### config.mk
export PLATFORM = sky130hd
export DESIGN_NAME = r_resp_id_restorer
export DESIGN_NICKNAME = d
export VERILOG_FILES = /design/src/rtl/r_resp_id_restorer.sv
export SDC_FILE = /design/constraint.sdc
export NUM_CORES = 1
export LEC_CHECK = 0
export CORE_UTILIZATION = 49
export CTS_CLUSTER_SIZE = 30
export DETAILED_ROUTE_END_ITERATION = 12
export GPL_ROUTABILITY_DRIVEN = 0
export PLACE_DENSITY = 0.79
export SLEW_MARGIN = 5
export SYNTH_ARGS = -nofsm -noshare
export SYNTH_HDL_FRONTEND = slang
export SYNTH_SLANG_ARGS = --single-unit
export TNS_END_PERCENT = 10
### constraint.sdc
create_clock -name clk -period 1.6 [get_ports clk]
set_input_delay 0.16 -clock clk [delete_from_list [all_inputs] [get_ports clk]]
set_output_delay 0.16 -clock clk [all_outputs]
set_load 0.05 [all_outputs]
### src/rtl/r_resp_id_restorer.sv
// r_resp_id_restorer: restores original R IDs via allocator lookup, frees unique IDs on RLAST, forwards beats through a 2-entry skid buffer
// Ports: s_r* slave R channel carrying unique IDs; m_r* upstream R channel carrying original IDs;
//   unique_id_to_free/restored_id combinational allocator lookup; free_req one-cycle release strobe on each accepted RLAST.
// rst is synchronous active-low. Define R_RESP_STATS_EN to add beat_cnt, burst_cnt and err_cnt outputs.
module r_resp_id_restorer #(
  parameter int ID_WIDTH   = 4,
  parameter int DATA_WIDTH = 32,
  parameter int RESP_WIDTH = 2
) (
  input  logic                  clk,
  input  logic                  rst,
  input  logic                  s_rvalid,
  output logic                  s_rready,
  input  logic [ID_WIDTH-1:0]   s_rid,
  input  logic [DATA_WIDTH-1:0] s_rdata,
  input  logic [RESP_WIDTH-1:0] s_rresp,
  input  logic                  s_rlast,
  output logic                  m_rvalid,
  input  logic                  m_rready,
  output logic [ID_WIDTH-1:0]   m_rid,
  output logic [DATA_WIDTH-1:0] m_rdata,
  output logic [RESP_WIDTH-1:0] m_rresp,
  output logic                  m_rlast,
  output logic                  free_req,
  output logic [ID_WIDTH-1:0]   unique_id_to_free,
  input  logic [ID_WIDTH-1:0]   restored_id
`ifdef R_RESP_STATS_EN
  ,
  output logic [31:0]           beat_cnt,
  output logic [31:0]           burst_cnt,
  output logic [15:0]           err_cnt
`endif
);
  localparam int W = ID_WIDTH + DATA_WIDTH + RESP_WIDTH + 1;
  logic         r_main_valid, r_skid_valid;
  logic [W-1:0] r_main, r_skid;
  logic         w_acc;
  logic [W-1:0] w_beat;
  // ready depends only on skid occupancy, so m_rready never reaches s_rready combinationally
  assign s_rready          = rst & ~r_skid_valid;
  assign w_acc             = s_rvalid & s_rready;
  assign w_beat            = {restored_id, s_rdata, s_rresp, s_rlast};
  assign unique_id_to_free = s_rid;
  // lookup and free share the cycle: the allocator returns the entry before unbinding it
  assign free_req          = w_acc & s_rlast;
  assign m_rvalid          = r_main_valid;
  assign {m_rid, m_rdata, m_rresp, m_rlast} = r_main;
  always_ff @(posedge clk) begin
    if (!rst) begin
      r_main_valid <= 1'b0;
      r_skid_valid <= 1'b0;
      r_main       <= '0;
      r_skid       <= '0;
    end else if (!r_main_valid || m_rready) begin
      // main is free this cycle: the older skid beat wins over a new one (skid full implies no accept)
      r_main_valid <= r_skid_valid | w_acc;
      if (r_skid_valid) begin
        r_main       <= r_skid;
        r_skid_valid <= 1'b0;
      end else if (w_acc) begin
        r_main <= w_beat;
      end
    end else if (w_acc) begin
      r_skid       <= w_beat;
      r_skid_valid <= 1'b1;
    end
  end
`ifdef R_RESP_STATS_EN
  logic w_mhs;
  assign w_mhs = r_main_valid & m_rready;
  always_ff @(posedge clk) begin
    if (!rst) begin
      beat_cnt  <= '0;
      burst_cnt <= '0;
      err_cnt   <= '0;
    end else begin
      if (w_mhs) beat_cnt <= beat_cnt + 32'd1;
      if (free_req) burst_cnt <= burst_cnt + 32'd1;
      if (w_mhs && m_rresp != '0) err_cnt <= err_cnt + 16'd1;
    end
  end
`endif
endmodule
# Word level (Yosys, flattened, before mapping)
# Index checks and enable logic that the tools add are counted.
# word_totals
in_bits	47
out_inout_bits	46
reg_bits	80
memories	0
latch_bits	0
ramBits	0
romBits	0
elab_cells	19
# op_classes
bitwise_logic	7
multipliers	0
div_mod_pow	0
muxes	2
n_reduce_logical	6
shift	0
n_eq_ne	0
n_addsub	0
magnitude_cmp	0
# ops
operator	count
39-bit two-way mux	2
2-bit AND reduction	2
1-bit AND	3
1-bit NOT	3
2-bit nonzero test	1
2-bit OR reduction	1
1-bit logical NOT	1
1-bit logical OR	1
1-bit bitwise OR	1

# Logic depth before layout (Yosys ltp)
# logic_depth
depth_word	5
mapped_depth	7
mapped_depth_nobuf	3

# Worst setup path before layout
# OpenSTA, ideal clock, no wires.
# synth_path
kind	register -> register
startpoint	register r_main_valid (netlist: m_rvalid)
endpoint	register r_main[14]
n_path_buf	3
setup_ns	0.122
arrival_ns	1.455
path_slack_ns	0.022
stages_incl_launch_ff	7
path_cell_list	dfxtp_1 -> nor2b_1 -> buf_2 -> or2_1 -> buf_2 -> buf_4 -> o21ai_1
# synth_via
elab_chain_len	3
# synth_lines
item	line	text
start, declared	35	logic r_main_valid, r_skid_valid;
start signal, assigned	56	r_main_valid <= r_skid_valid | w_acc;
1-bit logical NOT	54	end else if (!r_main_valid || m_rready) begin
1-bit logical OR	54	
2-bit AND reduction (no line)	n/a	
end signal, assigned	58	r_main <= r_skid;
end signal, assigned	61	r_main <= w_beat;
end, declared	36	logic [W-1:0] r_main, r_skid;
# No other way between the ends.
# A chain may end at the register's enable or synchronous reset.

# Final worst setup path
# layout_path
startpoint	register r_skid_valid
endpoint	output port free_req
# layout_via
elab_chain_len	4
# layout_lines
item	line	text
start, declared	35	
start signal, assigned	51	r_skid_valid <= 1'b0;
start signal, assigned	59	r_skid_valid <= 1'b0;
start signal, assigned	65	r_skid_valid <= 1'b1;
1-bit NOT	40	assign s_rready = rst & ~r_skid_valid;
1-bit AND	40	
1-bit AND	41	assign w_acc = s_rvalid & s_rready;
1-bit AND	45	assign free_req = w_acc & s_rlast;
end, declared	24	output logic free_req,
# No other way between the ends.

==> results summary <==
The setup slack after placement is -0.00293 ns. The startpoint of the worst hold path is s_rid[3]. The post-route fraction of the period consumed by the critical path is 96.1%. In the final layout, the share of cells above drive strength 1 is 27.5%. The number of nets handed over by synthesis was 457.

Once detail routing completed, the nets flagged for antenna violations numbered 0. The flow ran to the end, and the final reports show no timing, DRC or antenna violations. Setup repair after global routing left no endpoint under its margin. The sum of routed wire length over all layers came out at between 8000 and 9000 um.

Leaving out fill and tap cells, the most frequent cells in the layout are dfxtp_1, nand2_1, buf_4, o21ai_0, clkdlybuf4s50_1. The via count normalized by instance count came out at 5.50. The net total in the final layout came out at around 530. In this run the worst setup path begins at r_skid_valid. The all-layer global routing usage came out at 23.7%.

In this run the worst path has a maximum fanout of 6. The area of the die came out at approximately 7600 um2. The maximum clock frequency came out at 650 MHz. The worst supply voltage drop on vdd came out at 0.466 mV. The setup slack after layout is 0.0627 ns. The floorplan step set the die height to 87.1 um. The number of ports placed on the die boundary came out at 93. The hold violation count in the final report came out at 0. The transition time at the pin with the least slew margin is 0.371 ns. The element type at the critical path end is an output port. The critical path data required time is 1.44 ns.

The first global-routing pass estimated 13900 um of wire. The H-tree generated during clock tree synthesis spans 3 levels. Dividing total power by cell area gives a power density of a little over 900 nW/um2. At the later pin of the worst-skew pair, clock insertion delay measures 0.34 ns. The shortest period the worst path allows is about 1.5 ns.

The netlist uses 22 different library cells. The detailed-route wire length per cell came out at 15.0 um. The number of inserted diodes is 0. The tightest slew margin relative to the limit is roughly three quarters.

Leaving out fill and tap cells, the most frequent cell in the layout is dfxtp_1. The number of buffers created by CTS came out at 9. The number of setup buffers added after CTS is 0. Summed over all cells, the static leakage comes to 1.72 nW. The total chip power is 4.21 mW. The row count came out at 30. The number of synthesized flops with an enable pin is 0. The area overhead of the layout relative to synthesis is 29.3%.

Global routing finished with a remaining overflow of 0. TritonCTS built the clock tree. The sequential-to-total area share from yosys stat came out at 45.1%. The gate count of the mapped netlist is 410. STA classifies the critical path startpoint as a flip-flop. STA puts the critical path data arrival time at approximately 1.4 ns. The number of warnings printed during yosys synthesis is 0. The top flip-flop cell by instance count after synthesis is dfxtp_1. Setup violations remaining at the end of the flow were counted as 0. Before antenna repair, the detailed router went through 4 iterations. The tool flagged a number of max-cap violations equal to 0. The die width came out at 87.1 um.

The worst hold path class is in2out. The deepest clock path buffer count came out at 2. The average cell area after synthesis is 8.66 um2. After clock tree synthesis, the clock-pin slew on the worst setup and hold paths is around 0.080 ns. The synthesized design contains 80 register bits.

The count of vias placed by the detailed router came out at roughly 3200. The count of filler cells inserted in the layout came out at 601. The tree built by TritonCTS fans out to 80 sinks. The number of global-route vias before repair came out at around 3100. The residual DRC count came out at 0. In this run, the number of DRC markers left after iteration 0 of detailed routing was 204. In this run the critical register-to-register path is launched from r_skid_valid. The total core area came out at 6910 um2. The tree is rooted in a clkbuf_8. The max-slew violation count came out at 0. The initial core utilization came out at 51.4%. The worst setup skew after layout is 0.00674 ns. The setup TNS came out at 0 ns.

The worst setup path is of the reg2out kind. The maximum number of pins on one net before global-route repair came out at 41. The half-perimeter wire length of the detailed placement result is 5740 um. The initial antenna violation count is 0. The fraction of registers with async set or reset after synthesis came out at 0%. The synthesized netlist occupies a cell area of 3550 um2.

Port buffering added 84 buffers.
## routing by layer
layer | vias up | GRT usage (%) | routed length (um)
li1 | 1583 | - | -
met1 | 1518 | 27.3 | 3870
met2 | 80 | 42.4 | 4410
met3 | 11 | 5.40 | 303
met4 | 0 | 9.39 | 97
met5 | - | 0 | 0
## registers in the layout, summed over array words and instances (netlist names)
signal	cells
m_rvalid	1
r_main	39
r_skid	39
r_skid_valid	1
## synthesized netlist by cell type (2+ instances only)
master	number	area (um2)
dfxtp_1	80	1600
nand2_1	78	293
o21ai_0	58	290
mux2_2	39	439
nand3_1	39	195
o211ai_1	39	293
clkbuf_1	26	97.6
buf_2	10	50.1
o21ai_1	10	50.1
o21ai_2	10	87.6
buf_4	6	45.0
clkbuf_2	3	15.0
buf_6	2	22.5
nor2b_1	2	12.5
## through the flow
stage,hold WS (ns),cell area [um2],std cells,util [%]
CTS,0.318,4580,580,66.4
global route,0.320,4590,580,66.4
floorplan,0.290,3550,410,-
detailed placement,0.320,4420,564,63.9
finish,0.320,4590,580,66.4
global placement,0.320,4420,564,63.9
## power breakdown
part / leakage [nW] / switching (mW) / internal (mW)
Combinational: 0.989 / 0.474 / 0.314
Clock: 0.0834 / 0.701 / 0.604
Sequential: 0.652 / 0.0463 / 2.07
## repair_timing
item                                    in CTS  in global routing
pin swaps                                    0                  0
hold buffers                                 0                  0
endpoints found under the setup margin       1                  1
gates resized for setup                      1                  2
## cell type report
cell class,instances,area (um2),area share (%)
clock buffers,13,149,3.25
clock inverters,3,17.5,0.382
multi-input cells,282,1740,37.8
flip-flops and latches,80,1610,35.0
well taps,96,120,2.62
repair buffers,106,961,20.9
## worst max-delay path: stages, from the launching register on
cell	delay [ns]
dfxtp_4	0.39
and3b_2	0.25
and2_2	0.24
buf_12	0.15
## logic make-up (layout without fill, tap and decap cells)
group                  count (synthesis)  after routing  synth area share (%)
AO/OA/AOI/OAI                        120            120                  21.0
buffers and inverters                 48            122                  6.59
flip-flops                            80             80                  45.1
multiplexers                          39             39                  12.4
AND/OR/NAND/NOR                      123            123                  14.9
## path summary, 6_finish.rpt
| kind | to | slack (ns) | depth (start not counted) |
|---|---|---|---|
| setup reg to reg | r_main[9] | 0.35 | 4 |
| setup / recovery | free_req | 0.06 | 3 |
| hold reg to reg | r_skid[0] | 0.46 | 2 |
| hold / removal | unique_id_to_free[3] | 0.32 | 0 |
Note: power is estimated with default switching activity, not from simulation.
